--- src/rtl/cnu_msg_gen.sv ---
`default_nettype none
// ============================================================================
//  Module   : cnu_msg_gen
//  Purpose  : Check-node message expander for the offset-min-sum LDPC decoder.
//             Takes one compressed check-node record (min, min2, min_idx,
//             per-edge signs) and streams D check-to-variable messages,
//             edge 0..D-1, on a valid/ready interface.
//  Revision : 1.0  initial release
// ============================================================================
module cnu_msg_gen #(
  parameter int data_w = 8,
  parameter int idx_w  = 8,
  parameter int D      = 5,
  parameter int OFFSET = 0
) (
  input  logic              clk,
  input  logic              rst_n,
  input  logic              in_valid,
  output logic              in_ready,
  input  logic [data_w-1:0] min,
  input  logic [data_w-1:0] min2,
  input  logic [idx_w-1:0]  min_idx,
  input  logic [D-1:0]      sign_in,
  output logic              out_valid,
  input  logic              out_ready,
  output logic [data_w-1:0] out_mag,
  output logic              out_sign,
  output logic [idx_w-1:0]  out_idx,
  output logic              out_last
);

  localparam logic [idx_w-1:0]  c_last_idx = idx_w'(D - 1);
  localparam logic [data_w-1:0] c_offset   = data_w'(OFFSET);

  typedef enum logic [0:0] {
    S_IDLE = 1'b0,
    S_EMIT = 1'b1
  } state_t;

  state_t r_state;
  state_t w_state_nxt;

  // Stored record for the beats after beat 0
  logic [data_w-1:0] r_min;
  logic [data_w-1:0] r_min2;
  logic [idx_w-1:0]  r_min_idx;
  logic [D-1:0]      r_sign;
  logic              r_parity;

  logic              w_fire;
  logic              w_last_fire;
  logic              w_accept;
  logic [idx_w-1:0]  w_next_idx;

  // Magnitude of beat k: the edge that owns the minimum gets min2, all
  // others get min. A padding min_idx (>= D) never matches k (< D), so
  // every beat then carries min. Offset subtraction saturates at zero.
  function automatic logic [data_w-1:0] f_mag(
    input logic [data_w-1:0] mn,
    input logic [data_w-1:0] mn2,
    input logic [idx_w-1:0]  mi,
    input logic [idx_w-1:0]  k
  );
    logic [data_w-1:0] raw;
    raw = (mi == k) ? mn2 : mn;
    return (raw > c_offset) ? (raw - c_offset) : '0;
  endfunction

  // Extrinsic sign of beat k: total parity with edge k's own sign removed
  function automatic logic f_sign(
    input logic [D-1:0]     s,
    input logic             p,
    input logic [idx_w-1:0] k
  );
    logic b;
    b = 1'b0;
    for (int i = 0; i < D; i++) begin
      if (k == idx_w'(i)) b = s[i];
    end
    return p ^ b;
  endfunction

  assign w_fire      = out_valid & out_ready;
  assign w_last_fire = w_fire & out_last;
  assign in_ready    = (r_state == S_IDLE) | w_last_fire;
  assign w_accept    = in_valid & in_ready;
  assign w_next_idx  = out_idx + idx_w'(1);

  // State register
  always_ff @(posedge clk or negedge rst_n) begin
    if (!rst_n) r_state <= S_IDLE;
    else        r_state <= w_state_nxt;
  end

  // Next-state logic: stay in EMIT across back-to-back records
  always_comb begin
    w_state_nxt = r_state;
    case (r_state)
      S_IDLE: if (in_valid) w_state_nxt = S_EMIT;
      S_EMIT: if (w_last_fire) w_state_nxt = in_valid ? S_EMIT : S_IDLE;
      default: w_state_nxt = S_IDLE;
    endcase
  end

  // Record capture and registered beat generation
  always_ff @(posedge clk or negedge rst_n) begin
    if (!rst_n) begin
      r_min     <= '0;
      r_min2    <= '0;
      r_min_idx <= '0;
      r_sign    <= '0;
      r_parity  <= 1'b0;
      out_valid <= 1'b0;
      out_mag   <= '0;
      out_sign  <= 1'b0;
      out_idx   <= '0;
      out_last  <= 1'b0;
    end else if (w_accept) begin
      // Beat 0 is built straight from the accepted record; the retiring
      // beat (if any) has already been consumed on this edge.
      r_min     <= min;
      r_min2    <= min2;
      r_min_idx <= min_idx;
      r_sign    <= sign_in;
      r_parity  <= ^sign_in;
      out_valid <= 1'b1;
      out_mag   <= f_mag(min, min2, min_idx, '0);
      out_sign  <= (^sign_in) ^ sign_in[0];
      out_idx   <= '0;
      out_last  <= (c_last_idx == '0);
    end else if (w_last_fire) begin
      out_valid <= 1'b0;
      out_last  <= 1'b0;
    end else if (w_fire) begin
      out_mag   <= f_mag(r_min, r_min2, r_min_idx, w_next_idx);
      out_sign  <= f_sign(r_sign, r_parity, w_next_idx);
      out_idx   <= w_next_idx;
      out_last  <= (w_next_idx == c_last_idx);
    end
  end

endmodule
`default_nettype wire

--- config.mk ---
export PLATFORM = sky130hd
export DESIGN_NAME = cnu_msg_gen
export DESIGN_NICKNAME = d
export VERILOG_FILES = /design/src/rtl/cnu_msg_gen.sv
export SDC_FILE = /design/constraint.sdc
export NUM_CORES = 1
export LEC_CHECK = 0
export ABC_AREA = 0
export BUFFER_PORTS_ARGS = -buffer_cell sky130_fd_sc_hd__buf_2
export CAP_MARGIN = 25
export CORE_MARGIN = 1.5
export CORE_UTILIZATION = 35
export DETAILED_ROUTE_END_ITERATION = 7
export PLACE_DENSITY = 0.61
export REMOVE_ABC_BUFFERS = 1
export SYNTH_ARGS = -nofsm -noshare
export SYNTH_HDL_FRONTEND = slang
export SYNTH_SLANG_ARGS = --single-unit
export TNS_END_PERCENT = 100
--- constraint.sdc ---
create_clock -name clk -period 2.5 [get_ports clk]
set_input_delay 0.125 -clock clk [delete_from_list [all_inputs] [get_ports clk]]
set_output_delay 0.125 -clock clk [all_outputs]
set_load 0.02 [all_outputs]
==> results.json <==
{
  "outcome": "finished clean",
  "hold_depth": 2,
  "detailed_place.area_mm2": 0.00314,
  "power_w": 0.00388,
  "diodes": 0,
  "pin_count": 53,
  "synthFlopType": "dfrtp_1",
  "numCtsBuffers": 5,
  "p_per_area_mw_per_mm2": 1190,
  "cap_violations": 0,
  "async_flop_share_pct": 100,
  "reg2regPathDepth": 7,
  "rsz0062_at_grt": "false",
  "portBuffers": 52,
  "netSwitchingFraction_pct": 43.8,
  "r2r_start": "out_idx[0]",
  "vdd_drop_max_uv": 417,
  "synthSimpleGateAreaFrac_pct": 13.6,
  "die_h_um": 91.6,
  "core_mm2": 0.00765,
  "initialDrtViolationCount": 99,
  "synth_adder_area_share_pct": 2.27,
  "slew_viol_final": 0,
  "multi_input_area_mm2": 0.00140,
  "crit_start": "out_idx[0]",
  "grt_max_degree": 60,
  "post-place-ws_ns": 0.292,
  "drc": 0,
  "gr-total-overflow": 0,
  "fin_skew_ns": 0.00989,
  "nNetsFinal": 346,
  "initial_core_util_pct": 36.0,
  "synth_top_area_share_pct": 45.5,
  "placementRows": 32,
  "fin_ws_ns": 0.226,
  "wl_per_cell_um": 15.6,
  "yosys-mux-area-fraction_pct": 14.8,
  "drt_wl_total_mm": 6.41,
  "power.share.clock_pct": 13.2,
  "cts_tree": "done",
  "cp_slowest_cell": "dfrtp_1",
  "synth_area_leaders": "dfrtp_1 (45%), mux2_2 (10%), xor2_1 (4.8%)",
  "start_kind": "register",
  "setup_viol": 0,
  "slew-limit-headroom_pct": 66.5,
  "hold_class": "in -> reg",
  "vias": 2166,
  "gp_congestion": 0.722,
  "switching_power_w": 0.00170,
  "grt_pass1_vias": 2245,
  "finalHoldViolCount": 0,
  "dp_hpwl_mm": 4.46,
  "avgSynthCellArea_um2": 10.8,
  "numClockSinks": 50,
  "synth_cells": 255,
  "firstDrtPassIters": 5,
  "required_ns": 2.70,
  "pwr-share-comb_pct": 47.7,
  "synth-compound-area-share_pct": 12.4,
  "fin_area_mm2": 0.00325,
  "die_w_um": 91.6,
  "synthTopCellsByCount": "dfrtp_1 (50), mux2_2 (25), nand2_1 (23)",
  "worst-path-max-fanout": 7,
  "slowest_delay_ns": 0.53,
  "cts_root_buffer": "clkbuf_8",
  "whs_ns": 0.0339,
  "grt_usage_pct": 16.0,
  "ys_seq_area_share_pct": 45.5,
  "synth_edf_count": 0,
  "area_growth_pct": 18.2,
  "fmax_ghz": 0.440,
  "synth.most_common_cell": "dfrtp_1",
  "min_from": "in_valid",
  "r2r_slack_ns": 0.23,
  "clk_pin_slew_ns": 0.11,
  "grt_pass1_wl_mm": 10.9,
  "tightest_slew_ns": 0.502,
  "r2r-end": "out_sign",
  "synth_xor_area_share_pct": 7.64,
  "antenna_found_initial": 0,
  "fillers": 739,
  "yosys.area.top_type": "dfrtp_1",
  "finalSetupTns_ns": 0,
  "min_to": "r_state",
  "crit_buf_inv": 0,
  "yosys_register_bits": 50,
  "period_needed_ns": 2.27,
  "cp-end-kind": "register",
  "dieArea_mm2": 0.00840,
  "synth.cell_area_mm2": 0.00275,
  "internal_power_w": 0.00218,
  "register_area_mm2": 0.00125,
  "insertion_delay_ns": 0.31,
  "drtAntennaViolNets": 0,
  "htreeDepth": 2,
  "drive_gt1_share_pct": 32.7,
  "yosysUniqueCellTypes": 45,
  "yosys_warnings": 0,
  "path_cells": "ha_1 -> nand3_1 -> o31ai_1 -> o221ai_1 -> a221oi_1 -> xor2_1 -> a221o_1",
  "crit_arrival_ns": 2.47,
  "synth_top_family_by_area": "multiplexers",
  "min_period_over_period_pct": 91.0,
  "p_leak_nw": 1.47,
  "cp_top_family": "compound AO/OA/AOI/OAI gates",
  "avgViaCountPerCell": 5.27,
  "p_seq_share_pct": 39.1,
  "timing_worst_setup_path_type": "reg -> reg",
  "cts_max_path_buffers": 2
}
stage by stage:
| step | std cells | util [%] |
|---|---|---|
| after floorplan | 239 | - |
| after global placement | 402 | 41.1 |
| after detailed placement | 402 | 41.1 |
| after CTS | 411 | 42.5 |
| after global routing | 411 | 42.5 |
| final | 411 | 42.5 |
power groups by stage:
stage / combinational [W] / sequential (W) / clock (W)
final: 0.00185 / 0.00152 / 0.000512
after global placement: 0.00181 / 0.00152 / 0
after floorplan: 0.00112 / 0.00162 / 0
after CTS: 0.00186 / 0.00151 / 0.000531
after detailed placement: 0.00185 / 0.00153 / 0
after global routing: 0.00205 / 0.00157 / 0.000563
timing repair:
action / CTS / global route
gates resized for setup: 0 / 0
endpoints found under the hold margin: 50 / 0
hold buffers: 1 / 0
setup buffers: 0 / 0
kinds of logic (layout without fill, tap and decap cells):
kind of cell,count (synthesis),count (layout)
buffers and inverters,20,74
AO/OA/AOI/OAI,50,50
AND/OR/NAND/NOR,69,69
XOR/XNOR,24,24
adder cells (fa/ha/maj),5,5
flip-flops,50,50
multiplexers,37,37
area by class of cell:
class	count	area share, %
clock buffer	5	2.12
clock inverter	3	0.885
multi-input combinational	185	43.0
timing repair buffer	62	11.2
inverter	4	0.462
tap	102	3.93
sequential	50	38.5
layout by cell type, fill, tap and decap left out, drive strengths merged, types with 2 or more instances in the layout:
cell / netlist / layout
nand3: 6 / 6
xnor2: 9 / 9
clkbuf: 4 / 5
mux2: 29 / 29
inv: 4 / 6
o31ai: 9 / 9
nor3: 2 / 2
a31oi: 9 / 9
ha: 5 / 5
a21oi: 6 / 6
nor2b: 4 / 4
nand2: 23 / 23
o21a: 2 / 2
nor2: 9 / 9
dfrtp: 50 / 50
xor2: 15 / 15
o21ai: 16 / 16
nand4: 11 / 11
nor3b: 2 / 2
nor4: 3 / 3
buf: 12 / 61
and3: 2 / 2
and4: 3 / 3
mux2i: 8 / 8
per-layer routing:
metal | share of wire, % | up-vias | global-route usage, %
met4 | 1.4 | 0 | 5.08
met5 | 0 | - | 0
met1 | 47 | 1063 | 21.1
li1 | - | 1029 | -
met2 | 47 | 65 | 26.2
met3 | 4.8 | 9 | 3.73
worst max-delay path by stage:
stage                     end  slack (ns)  depth (start not counted)
finish               out_sign        0.23                          7
global route         out_sign        0.04                          7
floorplan           r_min2[0]       -0.17                          4
global placement     out_sign        0.38                          7
detailed placement   out_sign        0.29                          7
CTS                  out_sign        0.25                          7
state kept, by name, indices dropped and copies added, names as in the netlist:
| register | flops |
|---|---|
| out_idx | 8 |
| r_min_idx | 8 |
| r_parity | 1 |
| out_valid | 1 |
| r_state | 1 |
| r_sign | 5 |
| out_mag | 8 |
| r_min2 | 8 |
| out_last | 1 |
| r_min | 8 |
| out_sign | 1 |
No activity file was read; power rests on OpenSTA's default activity.
